**src/rtl/id_stage_ctrl.sv**
```systemverilog
// id_stage_ctrl: RV32I decode-stage controller.
// Opcode decode, ID/EX control bundle, hazard sequencing, hazard counter.
module id_stage_ctrl #(
   parameter int CNT_W = 16
) (
   input  logic             clk,
   input  logic             rst,
   input  logic [31:0]      instr_i,
   input  logic             instr_valid_i,
   input  logic             stall_i,
   input  logic             branch_taken_i,
   output logic [2:0]       imm_sel_o,
   output logic             pc_write_o,
   output logic             ifid_write_o,
   output logic             ifid_flush_o,
   output logic             idex_valid_o,
   output logic             idex_alu_src_o,
   output logic             idex_mem_read_o,
   output logic             idex_mem_write_o,
   output logic             idex_reg_write_o,
   output logic [1:0]       idex_wb_sel_o,
   output logic             idex_branch_o,
   output logic             idex_jump_o,
   output logic [4:0]       idex_rd_o,
   output logic             illegal_o,
   output logic [CNT_W-1:0] hazard_cnt_o
);

   // Immediate_Unit Imm_Sel codes (R-type uses the default 0)
   localparam logic [2:0] IMM_R = 3'd0;
   localparam logic [2:0] IMM_I = 3'd1;
   localparam logic [2:0] IMM_S = 3'd2;
   localparam logic [2:0] IMM_B = 3'd3;
   localparam logic [2:0] IMM_U = 3'd4;
   localparam logic [2:0] IMM_J = 3'd5;

   localparam logic [6:0] OP_R     = 7'b0110011;
   localparam logic [6:0] OP_IALU  = 7'b0010011;
   localparam logic [6:0] OP_LOAD  = 7'b0000011;
   localparam logic [6:0] OP_STORE = 7'b0100011;
   localparam logic [6:0] OP_BR    = 7'b1100011;
   localparam logic [6:0] OP_LUI   = 7'b0110111;
   localparam logic [6:0] OP_AUIPC = 7'b0010111;
   localparam logic [6:0] OP_JAL   = 7'b1101111;
   localparam logic [6:0] OP_JALR  = 7'b1100111;

   typedef struct packed {
      logic       valid;
      logic       alu_src;
      logic       mem_read;
      logic       mem_write;
      logic       reg_write;
      logic [1:0] wb_sel;
      logic       branch;
      logic       jump;
      logic [4:0] rd;
   } idex_t;

   typedef enum logic [1:0] {RUN, LU_STALL, FLUSH} state_t;

   state_t           state_q, state_d;
   idex_t            idex_q, idex_d, dec;
   logic             ill_q, ill_d;
   logic [CNT_W-1:0] cnt_q;
   logic             cnt_en;
   logic             legal, use_rs1, use_rs2, lu_haz;
   logic [6:0]       opc;
   logic [4:0]       rs1, rs2;
   logic             unused_bits;

   assign opc = instr_i[6:0];
   assign rs1 = instr_i[19:15];
   assign rs2 = instr_i[24:20];
   assign unused_bits = ^{instr_i[31:25], instr_i[14:12]};

   // Opcode decode into Imm_Sel, control bundle and source-register usage
   always_comb begin
      dec       = '0;
      imm_sel_o = IMM_R;
      use_rs1   = 1'b0;
      use_rs2   = 1'b0;
      legal     = 1'b1;
      unique case (1'b1)
         (opc == OP_R): begin
            dec.reg_write = 1'b1;
            use_rs1 = 1'b1;
            use_rs2 = 1'b1;
         end
         (opc == OP_IALU): begin
            imm_sel_o = IMM_I;
            dec.alu_src = 1'b1;
            dec.reg_write = 1'b1;
            use_rs1 = 1'b1;
         end
         (opc == OP_LOAD): begin
            imm_sel_o = IMM_I;
            dec.mem_read = 1'b1;
            dec.wb_sel = 2'd1;
            dec.reg_write = 1'b1;
            use_rs1 = 1'b1;
         end
         (opc == OP_STORE): begin
            imm_sel_o = IMM_S;
            dec.mem_write = 1'b1;
            use_rs1 = 1'b1;
            use_rs2 = 1'b1;
         end
         (opc == OP_BR): begin
            imm_sel_o = IMM_B;
            dec.branch = 1'b1;
            use_rs1 = 1'b1;
            use_rs2 = 1'b1;
         end
         (opc == OP_LUI), (opc == OP_AUIPC): begin
            imm_sel_o = IMM_U;
            dec.reg_write = 1'b1;
         end
         (opc == OP_JAL): begin
            imm_sel_o = IMM_J;
            dec.jump = 1'b1;
            dec.wb_sel = 2'd2;
            dec.reg_write = 1'b1;
         end
         (opc == OP_JALR): begin
            imm_sel_o = IMM_I;
            dec.jump = 1'b1;
            dec.wb_sel = 2'd2;
            dec.reg_write = 1'b1;
            use_rs1 = 1'b1;
         end
         default: legal = 1'b0;
      endcase
      if (legal) dec.rd = instr_i[11:7];
      dec.valid = instr_valid_i & legal;
      if (!dec.valid) dec = '0;
   end

   assign lu_haz = idex_q.valid & idex_q.mem_read & (|idex_q.rd)
                 & instr_valid_i
                 & ((use_rs1 & (rs1 == idex_q.rd))
                 |  (use_rs2 & (rs2 == idex_q.rd)));

   // State register
   always_ff @(posedge clk) begin
      if (rst) state_q <= RUN;
      else     state_q <= state_d;
   end

   // Next state: stall holds, flush beats load-use
   always_comb begin
      state_d = RUN;
      if (stall_i)             state_d = state_q;
      else if (branch_taken_i) state_d = FLUSH;
      else if (lu_haz)         state_d = LU_STALL;
   end

   // Hazard outputs and next ID/EX contents for this cycle's decision
   always_comb begin
      pc_write_o   = 1'b1;
      ifid_write_o = 1'b1;
      ifid_flush_o = 1'b0;
      idex_d       = dec;
      ill_d        = instr_valid_i & ~legal;
      cnt_en       = 1'b0;
      if (rst) begin
         idex_d = '0;
         ill_d  = 1'b0;
      end else if (stall_i) begin
         pc_write_o   = 1'b0;
         ifid_write_o = 1'b0;
         idex_d       = idex_q;
         ill_d        = 1'b0;
      end else if (state_d == FLUSH) begin
         ifid_flush_o = 1'b1;
         idex_d       = '0;
         ill_d        = 1'b0;
         cnt_en       = 1'b1;
      end else if (state_d == LU_STALL) begin
         pc_write_o   = 1'b0;
         ifid_write_o = 1'b0;
         idex_d       = '0;
         ill_d        = 1'b0;
         cnt_en       = 1'b1;
      end
   end

   // ID/EX register, illegal pulse and saturating hazard counter
   always_ff @(posedge clk) begin
      if (rst) begin
         idex_q <= '0;
         ill_q  <= 1'b0;
         cnt_q  <= '0;
      end else begin
         idex_q <= idex_d;
         ill_q  <= ill_d;
         if (cnt_en && !(&cnt_q)) cnt_q <= cnt_q + CNT_W'(1);
      end
   end

   assign idex_valid_o     = idex_q.valid;
   assign idex_alu_src_o   = idex_q.alu_src;
   assign idex_mem_read_o  = idex_q.mem_read;
   assign idex_mem_write_o = idex_q.mem_write;
   assign idex_reg_write_o = idex_q.reg_write;
   assign idex_wb_sel_o    = idex_q.wb_sel;
   assign idex_branch_o    = idex_q.branch;
   assign idex_jump_o      = idex_q.jump;
   assign idex_rd_o        = idex_q.rd;
   assign illegal_o        = ill_q;
   assign hazard_cnt_o     = cnt_q;

endmodule

```
**config.mk**
```make
export PLATFORM = sky130hd
export DESIGN_NAME = id_stage_ctrl
export DESIGN_NICKNAME = d
export VERILOG_FILES = /design/src/rtl/id_stage_ctrl.sv
export SDC_FILE = /design/constraint.sdc
export NUM_CORES = 1
export LEC_CHECK = 0
export ABC_AREA = 1
export BUFFER_PORTS_ARGS = -buffer_cell sky130_fd_sc_hd__buf_2
export CAP_MARGIN = 20
export CORE_MARGIN = 8
export CORE_UTILIZATION = 44
export CTS_CLUSTER_SIZE = 14
export DETAILED_ROUTE_END_ITERATION = 8
export GPL_TIMING_DRIVEN = 1
export HOLD_SLACK_MARGIN = 0.06
export PLACE_DENSITY = 0.87
export SLEW_MARGIN = 15
export SYNTH_ARGS = -nofsm -noshare
export SYNTH_HDL_FRONTEND = slang
export SYNTH_SLANG_ARGS = --single-unit
```
**constraint.sdc**
```tcl
create_clock -name clk -period 2.02 [get_ports clk]
set_input_delay 0.202 -clock clk [delete_from_list [all_inputs] [get_ports clk]]
set_output_delay 0.202 -clock clk [all_outputs]
set_load 0.03 [all_outputs]
```
==> flow_results.org <==
** Global route
- The initial antenna violation count is 0.
- Via count of the first global-routing pass :: 2,129
- Entering global routing, the biggest net connects 28 pins.
- Across every metal layer, demand over resource in global routing totals 16.84%.
- The first global-routing pass estimated 9052 microns of wire.
- Residual overflow from global routing :: 0

** Detailed routing
- In the routed design, unresolved DRC markers number 0.
- Detailed Route Iter0 Violations :: 99
- Via count of the routed design :: about 2,300
- In the final routed layout, each cell accounts on average for 14.10 microns.
- Count of TritonRoute iterations in the first routing pass :: 4
- Detailed Route WL :: between 6000 and 7000 microns
- Using the TritonRoute via totals, the vias-per-cell ratio works out to 5.176.
- In this run the remaining antenna-violating nets after routing total 0.

** Status
- The run finished, with violations left.
- Failing checks :: negative setup slack

** Worst setup path
- At the worst endpoint, the required time is 2.24 ns.
- Worst path cell trace :: nor3_2, nand2_1, nand2_1, o21bai_4, inv_2, nand2_2, nand2_4, buf_6, ha_1, nor4_4, buf_4, nand3_2, a21oi_2
- STA classifies the critical path endpoint as a register.
- Along the worst path, the maximum fanout reaches 6.
- The critical path is of the reg -> reg type.
- Worst Setup Start Kind :: register
- Critical Path AT :: 2.30 ns
- The cell that appears most often on the critical path is sky130_fd_sc_hd__nand2_1.
- Slowest cell on crit path :: sky130_fd_sc_hd__dfxtp_4
- On the worst path, the slowest cell contributes a delay of roughly 0.37 ns.

** Synthesis
- Most area-consuming cells after synthesis :: sky130_fd_sc_hd__dfxtp_1, sky130_fd_sc_hd__nand2_1, sky130_fd_sc_hd__nor2_1
- Yosys mapped the design onto 30 distinct sky130hd cell types.
- Netlist area before placement :: 1924 sq um
- A synthesized cell averages 6.659 sq um.
- The share of synthesized area in the top cell type comes to between 30 and 40%.
- Most used standard cell by instance count after synthesis :: sky130_fd_sc_hd__nand2_1
- Total number of yosys warnings :: 0
- Number of enable flip-flop cells after synthesis :: 0
- The most used flip-flop cell after synthesis is sky130_fd_sc_hd__dfxtp_1.
- The biggest area contributor in the post-synthesis netlist is sky130_fd_sc_hd__dfxtp_1.
- Counting flops with an async set or reset pin after synthesis yields a share of 0%.
- Register bit total from synthesis :: 32
- Ranked by instance count, the synthesized netlist is headed by sky130_fd_sc_hd__nand2_1, sky130_fd_sc_hd__nor2_1, sky130_fd_sc_hd__dfxtp_1.
- When the netlist entered floorplanning its net count stood at 330.
- Sequential cell area fraction in the yosys report :: 33.29%
- Synthesis produced a netlist whose cell count is 289.

** Floorplan
- I/O pins :: 74
- Vertical die dimension :: just over 80 microns
- Die area :: 6745 sq um
- Std-Cell Core Area :: 4294 sq um
- Row generation in the floorplan step produced 24 rows.
- Once the floorplan was initialized, standard cells occupied 44.81% of the core.
- Horizontal die dimension :: 82.13 microns

** STA
- Subtracting the final worst setup slack from the clock period gives 2.082 ns.
- Clock skew on the completed layout was measured at 0.005059 ns.
- At the pin with the least slew margin, the transition time is 0.4917 ns.
- Sum Neg Setup Slack :: -0.8024 ns
- Crit share post-route :: 103.1%
- Based on the critical path, the design can be clocked at up to 480.3 MHz.
- Slew Limit Fails :: 0
- # setup viols final :: 26
- Setup repair after global routing could not meet its margin everywhere.
- Final critical-path setup slack :: -0.06213 ns
- Final count of hold timing violations :: 0
- Max-slew headroom :: 66.87%

** Clock network
- Clock slew seen by the registers of the worst setup and hold paths :: 0.07 ns
- Clock sink count :: 32
- CTS Root Buffer Type :: sky130_fd_sc_hd__clkbuf_8
- The longest clock path from root to sink contains 2 buffers.
- Counting the buffers created by CTS gives 5.
- TritonCTS clock tree :: done
- CTS H-tree lvls :: 2
- Source-to-sink clock delay at the later pin of the worst-skew pair :: 0.29 ns

** Layout
- From synthesis to final layout, the design area changed by 46.75%.
- Antenna Diode Count :: 0
- Fraction of final layout cells with drive strength greater than 1 :: 41.82%
- Nets :: roughly 430
- The finished layout holds about 440 standard cells, fillers aside.

** Job
- The tool flagged a number of max-cap violations equal to 0.

** Power and ir drop
- Static Leakage :: between 0.001 and 0.0015 uW
- Total power draw :: ~1300 uW
- Pwr per Cell Area :: about 470 nW/um^2
- IR analysis of the VDD net gives a maximum drop of 325.5 uV.

** Placed design
- The congestion estimate from routability-driven global placement came to ~0.86.
- Once detailed placement completed, the half-perimeter wirelength came to 4131 microns.
- After detailed placement, the design holds a cell count of 422.
- Total of buffers placed on input and output ports :: 63

** Min path
- The worst hold path belongs to the class in -> reg.
per-layer routing:
metal / global-route usage (%) / wire length, microns
met3: 5.411 / 422
met4: 5.965 / 119
met1: 18.29 / 2441
met5: 0 / 0
met2: 29.99 / 3178
cells by family after synthesis:
| logic type | after synthesis | synth area share (%) |
|---|---|---|
| AO/OA/AOI/OAI | 35 | 9.753 |
| XOR/XNOR | 18 | 8.193 |
| adder cells (fa/ha/maj) | 4 | 2.601 |
| buffers and inverters | 40 | 9.817 |
| flip-flops | 32 | 33.29 |
| AND/OR/NAND/NOR | 160 | 36.35 |
report_power, final:
part / switching [uW] / internal [uW] / leakage [uW]
clock network: 243 / 234 / 0.0000410
registers: 2.37 / 630 / 0.000263
logic: 119 / 85.7 / 0.000955
final cells by class:
class | instances | area, sq um
multi-input cells | 218 | 1292
clock buffers | 6 | 72.57
inverters | 29 | 116.4
flip-flops and latches | 32 | 659.4
repair inverters | 1 | 5.005
well taps | 52 | 65.06
clock inverters | 1 | 5.005
fillers | 356 | 1470
repair buffers | 98 | 608.1
placed cells by master (no fill, tap or decap), types with 2 or more instances in the layout:
cell                       instances
sky130_fd_sc_hd__buf_4            32
sky130_fd_sc_hd__nor2_1           35
sky130_fd_sc_hd__nand3_1          20
sky130_fd_sc_hd__nor2_2            5
sky130_fd_sc_hd__ha_1              2
sky130_fd_sc_hd__dfxtp_1          25
sky130_fd_sc_hd__buf_2            60
sky130_fd_sc_hd__nor3_2            5
sky130_fd_sc_hd__nand2_1          63
sky130_fd_sc_hd__a21oi_2           3
sky130_fd_sc_hd__buf_6             6
sky130_fd_sc_hd__xnor2_1           5
sky130_fd_sc_hd__nand3_2           6
sky130_fd_sc_hd__clkinv_2          2
sky130_fd_sc_hd__o21ai_2           5
sky130_fd_sc_hd__nor3_1            8
sky130_fd_sc_hd__xor2_1            9
sky130_fd_sc_hd__o21ai_0           3
sky130_fd_sc_hd__nand4_1           4
sky130_fd_sc_hd__xnor2_2           4
sky130_fd_sc_hd__nand2_4           3
sky130_fd_sc_hd__nand2_2           7
sky130_fd_sc_hd__inv_1            25
sky130_fd_sc_hd__a21oi_1          20
sky130_fd_sc_hd__dfxtp_4           4
sky130_fd_sc_hd__ha_4              2
sky130_fd_sc_hd__dfxtp_2           3
sky130_fd_sc_hd__inv_2             2
sky130_fd_sc_hd__clkbuf_8          5
path summary, 6_finish.rpt:
path | startpoint | end | slack [ns] | depth (start not counted)
max | idex_rd_o[3]$_SDFFE_PP0N_ | idex_rd_o[0]$_SDFFE_PP0N_ | -0.06 | 13
min reg2reg | idex_jump_o$_SDFFE_PP0N_ | idex_jump_o$_SDFFE_PP0N_ | 0.47 | 2
min | instr_i[9] | idex_rd_o[2]$_SDFFE_PP0N_ | 0.17 | 3
max reg2reg | idex_rd_o[3]$_SDFFE_PP0N_ | idex_rd_o[0]$_SDFFE_PP0N_ | -0.06 | 13
critical path, delay by kind of cell (launching register included):
family	cells	cell delay, ns
compound gates	2	0.27
fa+ha+maj	1	0.20
buf+inv	3	0.39
flops	1	0.37
simple gates	7	0.79
flip-flops by register name, summed over array words and instances, names as in the netlist:
register / cells
idex_valid_o: 1
idex_reg_write_o: 1
illegal_o: 1
idex_branch_o: 1
idex_rd_o: 5
idex_mem_write_o: 1
state_q: 2
hazard_cnt_o: 16
idex_jump_o: 1
idex_wb_sel_o: 2
idex_alu_src_o: 1
what timing repair did:
| action | in CTS | in global routing |
|---|---|---|
| gates cloned | 1 | 2 |
| setup endpoints to repair | 31 | 32 |
| hold endpoints to repair | 0 | 0 |
| hold buffers | 0 | 0 |
| gates resized for setup | 19 | 49 |
| pin swaps | 10 | 13 |
| setup buffers | 1 | 4 |
through the flow:
step | setup WS, ns | utilization [%] | hold WS [ns] | cell area, sq um
floorplan | 0.02682 | - | 0.3458 | 1937
global placement | -0.1442 | 57.17 | 0.4516 | 2455
detailed placement | -0.2111 | 57.17 | 0.4560 | 2455
CTS | -0.05984 | 61.01 | 0.1588 | 2620
global route | -0.1794 | 65.76 | 0.1698 | 2824
finish | -0.06213 | 65.76 | 0.1698 | 2824
No activity file was read; power rests on OpenSTA's default activity.
